--- src/rtl/bcd_to_bin_pkg.sv ---
// Shared parameters and FSM encodings for the BCD <-> binary converters.
package bcd_to_bin_pkg;

    // Default measurement resolution and number of decimal digits
    localparam int unsigned RES_WIDTH      = 14;
    localparam int unsigned DECIMAL_DIGITS = 4;

    // One-hot state encodings, shared with the forward converter
    localparam logic [3:0] ST_IDLE  = 4'b0001;
    localparam logic [3:0] ST_SHIFT = 4'b0010;
    localparam logic [3:0] ST_CHECK = 4'b0100;
    localparam logic [3:0] ST_DONE  = 4'b1000;

    // A BCD nibble is invalid when it encodes a value above 9
    function automatic logic bcd_nibble_invalid(input logic [3:0] nib);
        return (nib > 4'd9);
    endfunction

endpackage : bcd_to_bin_pkg

--- src/rtl/bcd_to_bin.sv ---
// Sequential BCD-to-binary converter (reverse double-dabble, one digit adjust per cycle).
module bcd_to_bin
    import bcd_to_bin_pkg::*;
#(
    parameter int unsigned WIDTH  = RES_WIDTH,
    parameter int unsigned DIGITS = DECIMAL_DIGITS
) (
    input  logic                  clk,
    input  logic                  rst,
    input  logic [DIGITS*4-1:0]   bcd_i,
    input  logic                  start_i,
    output logic                  ready_o,
    output logic                  done_o,
    output logic [WIDTH-1:0]      binary_o,
    output logic                  err_o,
    output logic                  ovf_o
);

    localparam int unsigned BCD_W  = DIGITS * 4;
    localparam int unsigned DIDX_W = (DIGITS > 1) ? $clog2(DIGITS) : 1;
    localparam int unsigned LCNT_W = $clog2(WIDTH + 1);

    logic [3:0]        state_q,     state_d;
    logic [BCD_W-1:0]  bcd_q,       bcd_d;
    logic [WIDTH-1:0]  bin_q,       bin_d;
    logic [DIDX_W-1:0] digit_idx_q, digit_idx_d;
    logic [LCNT_W-1:0] loop_cnt_q,  loop_cnt_d;
    logic              req_err_q,   req_err_d;
    logic              ready_q,     ready_d;
    logic              done_q,      done_d;
    logic [WIDTH-1:0]  binary_q,    binary_d;
    logic              err_q,       err_d;
    logic              ovf_q,       ovf_d;

    logic [DIGITS-1:0] nib_bad;
    logic              any_nib_bad;

    // Per-nibble validity check on the incoming request
    for (genvar g = 0; g < DIGITS; g++) begin : g_nib_chk
        assign nib_bad[g] = bcd_nibble_invalid(bcd_i[g*4 +: 4]);
    end
    assign any_nib_bad = |nib_bad;

    // State and output registers with synchronous active-low reset
    always_ff @(posedge clk) begin
        if (!rst) begin
            state_q     <= ST_IDLE;
            bcd_q       <= '0;
            bin_q       <= '0;
            digit_idx_q <= '0;
            loop_cnt_q  <= '0;
            req_err_q   <= 1'b0;
            ready_q     <= 1'b1;
            done_q      <= 1'b0;
            binary_q    <= '0;
            err_q       <= 1'b0;
            ovf_q       <= 1'b0;
        end else begin
            state_q     <= state_d;
            bcd_q       <= bcd_d;
            bin_q       <= bin_d;
            digit_idx_q <= digit_idx_d;
            loop_cnt_q  <= loop_cnt_d;
            req_err_q   <= req_err_d;
            ready_q     <= ready_d;
            done_q      <= done_d;
            binary_q    <= binary_d;
            err_q       <= err_d;
            ovf_q       <= ovf_d;
        end
    end

    // Next-state, datapath and result logic
    always_comb begin
        state_d     = state_q;
        bcd_d       = bcd_q;
        bin_d       = bin_q;
        digit_idx_d = digit_idx_q;
        loop_cnt_d  = loop_cnt_q;
        req_err_d   = req_err_q;
        done_d      = 1'b0;
        binary_d    = binary_q;
        err_d       = err_q;
        ovf_d       = ovf_q;

        case (state_q)
            ST_IDLE: begin
                if (start_i) begin
                    bcd_d       = bcd_i;
                    bin_d       = '0;
                    digit_idx_d = '0;
                    loop_cnt_d  = '0;
                    if (any_nib_bad) begin
                        req_err_d = 1'b1;
                        state_d   = ST_DONE;
                    end else begin
                        req_err_d = 1'b0;
                        state_d   = ST_SHIFT;
                    end
                end
            end

            ST_SHIFT: begin
                // {bcd, bin} >> 1: the BCD LSB drops into the binary MSB
                bin_d       = {bcd_q[0], bin_q[WIDTH-1:1]};
                bcd_d       = {1'b0, bcd_q[BCD_W-1:1]};
                digit_idx_d = '0;
                if (loop_cnt_q == LCNT_W'(WIDTH - 1)) begin
                    state_d = ST_DONE;
                end else begin
                    loop_cnt_d = loop_cnt_q + LCNT_W'(1);
                    state_d    = ST_CHECK;
                end
            end

            ST_CHECK: begin
                // Adjust only the selected digit; >= 8 minus 3 always fits 4 bits
                for (int unsigned d = 0; d < DIGITS; d++) begin
                    if ((digit_idx_q == DIDX_W'(d)) && (bcd_q[d*4 +: 4] >= 4'd8)) begin
                        bcd_d[d*4 +: 4] = bcd_q[d*4 +: 4] - 4'd3;
                    end
                end
                if (digit_idx_q == DIDX_W'(DIGITS - 1)) begin
                    state_d = ST_SHIFT;
                end else begin
                    digit_idx_d = digit_idx_q + DIDX_W'(1);
                end
            end

            ST_DONE: begin
                state_d = ST_IDLE;
                done_d  = 1'b1;
                if (req_err_q) begin
                    binary_d = '0;
                    err_d    = 1'b1;
                    ovf_d    = 1'b0;
                end else if (bcd_q != '0) begin
                    // Quotient left over: value exceeds the binary range
                    binary_d = '1;
                    err_d    = 1'b0;
                    ovf_d    = 1'b1;
                end else begin
                    binary_d = bin_q;
                    err_d    = 1'b0;
                    ovf_d    = 1'b0;
                end
            end

            default: begin
                state_d = ST_IDLE;
            end
        endcase

        ready_d = (state_d == ST_IDLE);
    end

    assign ready_o  = ready_q;
    assign done_o   = done_q;
    assign binary_o = binary_q;
    assign err_o    = err_q;
    assign ovf_o    = ovf_q;

endmodule : bcd_to_bin

--- config.mk ---
export PLATFORM = sky130hd
export DESIGN_NAME = bcd_to_bin
export DESIGN_NICKNAME = d
export VERILOG_FILES = /design/src/rtl/bcd_to_bin_pkg.sv /design/src/rtl/bcd_to_bin.sv
export SDC_FILE = /design/constraint.sdc
export NUM_CORES = 1
export LEC_CHECK = 0
export BUFFER_PORTS_ARGS = -buffer_cell sky130_fd_sc_hd__buf_2
export CORE_MARGIN = 10
export CORE_UTILIZATION = 40
export CTS_CLUSTER_SIZE = 14
export DETAILED_ROUTE_END_ITERATION = 10
export SYNTH_ARGS = -nofsm -noshare
export SYNTH_HDL_FRONTEND = slang
export SYNTH_SLANG_ARGS = --single-unit
--- constraint.sdc ---
create_clock -name clk -period 3.4 [get_ports clk]
set_input_delay 0.68 -clock clk [delete_from_list [all_inputs] [get_ports clk]]
set_output_delay 0.68 -clock clk [all_outputs]
set_load 0.02 [all_outputs]
# == Word level (Yosys, flattened, before mapping) ==
# Cells that the tools add are included.
# totals
reg_bits,59
in_bits,19
# op_classes
n_addsub,6
magnitude_cmp,8
n_eq_ne,16
muxes,26
reduce_logical,17
# op_table
cell,count
one-hot mux 16 bit (3 select lines),1
2-to-1 mux 14 bit,3
2-to-1 mux 4 bit,10
one-hot mux 14 bit (2 select lines),1
AND reduction 3 bit,6
greater-or-equal comparator 4 bit (second input constant),4
greater-than comparator 4 bit (second input constant),4
2-to-1 mux 16 bit,1
nonzero test 16 bit,1
subtractor 4 x 2 -> 4 bit (second input constant),4
inequality test 2 bit (second input constant),7
one-hot mux 4 bit (3 select lines),1
== test 4 x 1 -> 1 bit (second input constant),2
== test 4 bit (second input constant),2
one-hot mux 4 bit (2 select lines),1
one-hot mux 2 bit (3 select lines),1
2-to-1 mux 1 bit,5
adder 4 x 1 -> 4 bit (second input constant),1
== test 2 bit (second input constant),2
== test 4 x 2 -> 1 bit (second input constant),1
== test 4 x 3 -> 1 bit (second input constant),1
logical AND 1 bit,4
2-to-1 mux 2 bit,2
AND reduction 2 bit,2
other kinds (6),6

# == Longest topological paths before layout ==
# depth
ltp_word,6
mapped_depth,7
mapped_depth_nobuf,6

# == Worst setup path after synthesis ==
# No wires, ideal clock.
# synth_timing
path_type,input to register
from,input port start_i
to,register bcd_q[14]
setup_time_ns,0.119
arrival_time_ns,1.644
required_ns,3.281
setup_slack_ns,1.638
path_stages,4
path_buffers,0
path_cell_list,and3b_1 -> o311ai_2 -> nor2_1 -> o221a_2
# synth_between
elab_chain_len,2
# synth_rtl
item,line,rtl
"start, declared",bcd_to_bin.sv:11,"input logic start_i,"
inequality test 2 bit (no line),n/a,
AND reduction 3 bit (no line),n/a,
"end signal, assigned",bcd_to_bin.sv:48,bcd_q <= '0;
"end signal, assigned",bcd_to_bin.sv:60,bcd_q <= bcd_d;
"end, declared",bcd_to_bin.sv:24,"logic [BCD_W-1:0] bcd_q, bcd_d;"
# No other way between the ends.
# A chain may end at the register's enable or synchronous reset.

# == Final worst setup path ==
# layout_timing
from,register state_q[2]
to,register bcd_q[3]
# layout_between
elab_chain_len,3
# layout_rtl
item,line,rtl
"start, declared",bcd_to_bin.sv:23,"logic [3:0] state_q, state_d;"
"start signal, assigned",bcd_to_bin.sv:59,state_q <= state_d;
"== test 4 x 3 -> 1 bit, or another cell as far along",bcd_to_bin.sv:86,case (state_q)
inequality test 2 bit (no line) / nonzero test 3 bit (equally long branches),n/a,
AND reduction 3 bit (no line),n/a,
# Several ways; a longest one is shown, not always the timed one.

==> flow_summary.toml <==
[logic_synthesis]
synth_cell_types = 53
synth_nets = 423
ys.flop_type = "dfxtp_1"
yosysWarnings = 0
synth_seq_area_share = 0.374
synth-seq-cells = 59
synth_edf_count = 0
synth_async_sr_flop_share = 0
syn_area_um2 = 3160
synth_cells = 390
syn_area_per_cell_um2 = 8.10

[setup_path]
cp_slowest_cell = "or4b_1"
worstSetupEndpointType = "flop"
cp.depth = 4
crit_start = "state_q[2]"
crit_family = "simple AND/OR/NAND/NOR gates"
regToRegSetupSlack_ns = 0.99
critPathBufInv = 0
cp.required_ns = 3.64
rr_endpoint = "bcd_q[3]"
crit_chain = "or4b_1 -> nor2_1 -> o22ai_1 -> a32o_1"
crit_type = "flop to flop"
cp.arrival_ns = 2.65
endpoint = "bcd_q[3]"
rr_startpoint = "state_q[2]"
cp-start-kind = "flop"
path_max_fanout = 17
rr_worst_depth = 4
crit_path_max_incr_delay_ns = 0.85

[cells_and_area]
area_growth_pct = 14.0
final_area_um2 = 3600
num_antenna_cells = 0
nNetsFinal = 448
final_layout_size_suffix_gt1_frac = 0.162

[clock_network]
cts_root_buf = "clkbuf_8"
cts_hold_buf = 0
clockBufferDepth = 2
cts_tree = "yes"
htree_levels = 3
cts_buffers = 9
clock-sinks = 59
post_cts_buffers = 0
clock_latency_ns = 0.35
clk_pin_slew_worst_paths_ns = 0.08
cts_resized = 0

[floorplan]
die_h_um = 109
dieArea_um2 = 11900
io_pins = 37
num_rows = 32
initial_core_util = 0.411
core_area_um2 = 7690
die_w_um = 109

[grt]
grt_pass1_vias = 2901
gr-total-overflow = 0
grt_pass1_wl_mm = 14.1
grt_util_all_layers = 0.148
antenna_found_initial = 0
grt_start_max_net_pins = 38

[detailed_routing]
maxUsedRoutingLayer = "met4"
vias = 2937
final_antenna_net_count = 0
drc_errors = 0
drt-wirelength-per-cell_um = 16.0
drt_iter0_drc = 232
routed_wirelength_mm = 8.35
m1WireLength_mm = 3.66
met3WireLength_um = 610
dr_wl_met2_mm = 3.93
dr.pass1.iters = 5
vias_per_cell = 5.63

[sta]
relSlewSlack = 0.426
rsz0062_at_grt = "no"
final.setup_skew_ns = 0.0119
fin_crit_sh = 0.708
fin_ws_ns = 0.992
hold_viol_final = 0
final.min_clock_period_ns = 2.41
setup_tns_ns = 0
fmax_mhz = 415
tightestPinTransition_ns = 0.852
finalMaxSlewViolations = 0
setup_violations = 0
hold_ws_ns = 0.464

[pwr]
p_leak_nw = 1.28
power_density_nw_per_um2 = 454
vdd_drop_max_v = 0.000216
p_total_w = 0.00163

[place]
place_ws_ns = 0.995
dpl.hpwl_mm = 5.75
io_buffers = 36
placed_area_um2 = 3400
gp_congestion = 0.885

[hold_path]
hold_path.class = "flop to flop"

[outcome]
status = "complete, no violations"

[job]
drv_cap = 0
[Yosys cell counts (all sizes together), types with 2 or more instances]
cell type	count	area (um^2)
a2111oi	3	70.1
a211oi	2	15.0
a21oi	46	234
a221o	3	30.0
a22oi	6	45.0
a31oi	8	50.1
a32o	6	60.1
and2	9	56.3
buf	14	72.6
clkbuf	12	45.0
dfxtp	59	1180
ha	14	175
inv	29	109
nand2	37	139
nand2b	3	18.8
nand3	18	90.1
nor2	16	60.1
nor2b	5	31.3
nor3	2	10.0
nor4b	4	62.6
o21a	2	15.0
o21ai	52	260
o22ai	6	37.5
o31ai	7	52.6
or2	2	12.5
or4b	2	20.0
xnor2	2	17.5
xor2	2	17.5
[sequential cells by signal, summed over array words and instances (netlist names)]
| name | flops |
|---|---|
| digit_idx_q | 2 |
| binary_o | 14 |
| ready_o | 1 |
| req_err_q | 1 |
| done_o | 1 |
| state_q | 4 |
| bin_q | 14 |
| bcd_q | 16 |
| loop_cnt_q | 4 |
| err_o | 1 |
| ovf_o | 1 |
[final cells by class]
class / instances / area [um^2]
repair buffers: 40 / 210
clock inverters: 7 / 81.3
clock buffers: 9 / 124
inverters: 29 / 109
multi-input cells: 276 / 1770
well taps: 102 / 128
fillers: 793 / 4090
flip-flops and latches: 59 / 1180
[logic make-up (layout without fill, tap and decap cells)]
kind of cell,after synthesis,count (layout),synth area share
mux,1,1,0.00317
simple gates,105,105,0.175
buf+inv,55,85,0.0717
xor+xnor,4,4,0.0111
flops,59,59,0.374
compound gates,152,152,0.309
fa+ha+maj,14,14,0.0554
[tightest hold or removal path, cell delays in order, from the launching register on]
cell and delay (ns):
dfxtp_1 0.32, nand2_1 0.06, a21oi_1 0.05
[power by group]
group	switching, W	total (W)	internal (W)
combinational	0.000112	0.000190	0.0000776
clock	0.000323	0.000672	0.000350
sequential	0.0000516	0.000773	0.000721
total	0.000486	0.00163	0.00115
[routing by layer]
layer / up-vias / global-route usage
met1: 1387 / 0.185
met4: 0 / 0.0518
met5: - / 0
li1: 1447 / -
met3: 13 / 0.0442
met2: 90 / 0.234
[through the flow]
| step | util | instances |
|---|---|---|
| after global routing | 0.469 | 522 |
| after global placement | 0.442 | 506 |
| after CTS | 0.469 | 522 |
| after detailed placement | 0.442 | 506 |
| final | 0.469 | 522 |
| after floorplan | - | 390 |
[worst min path at each step]
stage / to / depth (start not counted) / slack [ns] / start
final: bin_q[10] / 2 / 0.46 / bin_q[11]
after global placement: bin_q[6] / 2 / 0.45 / bin_q[7]
after floorplan: bin_q[0] / 2 / 0.45 / bin_q[1]
after CTS: bin_q[10] / 2 / 0.47 / bin_q[11]
after detailed placement: bin_q[6] / 2 / 0.46 / bin_q[7]
after global routing: bin_q[10] / 2 / 0.50 / bin_q[11]
[placed cells by master (no fill, tap or decap), types with 2 or more instances in the layout]
cell type and count:
dfxtp_1 59, o21ai_0 52, a21oi_1 45, nand2_1 37, buf_2 36, inv_1 29, nand3_1 18, nor2_1 16
ha_1 14, and2_1 9, clkbuf_8 9, a31oi_1 8, o31ai_1 7, o22ai_1 6, a32o_1 6, a22oi_1 6
nor2b_1 5, inv_6 4, buf_4 4, nand2b_1 3, nor4b_4 3, a221o_1 3, xnor2_1 2, or4b_1 2
o21a_1 2, a2111oi_4 2, nor3_1 2, xor2_1 2, or2_2 2, a211oi_1 2
Power figures use the tool's default switching activity.
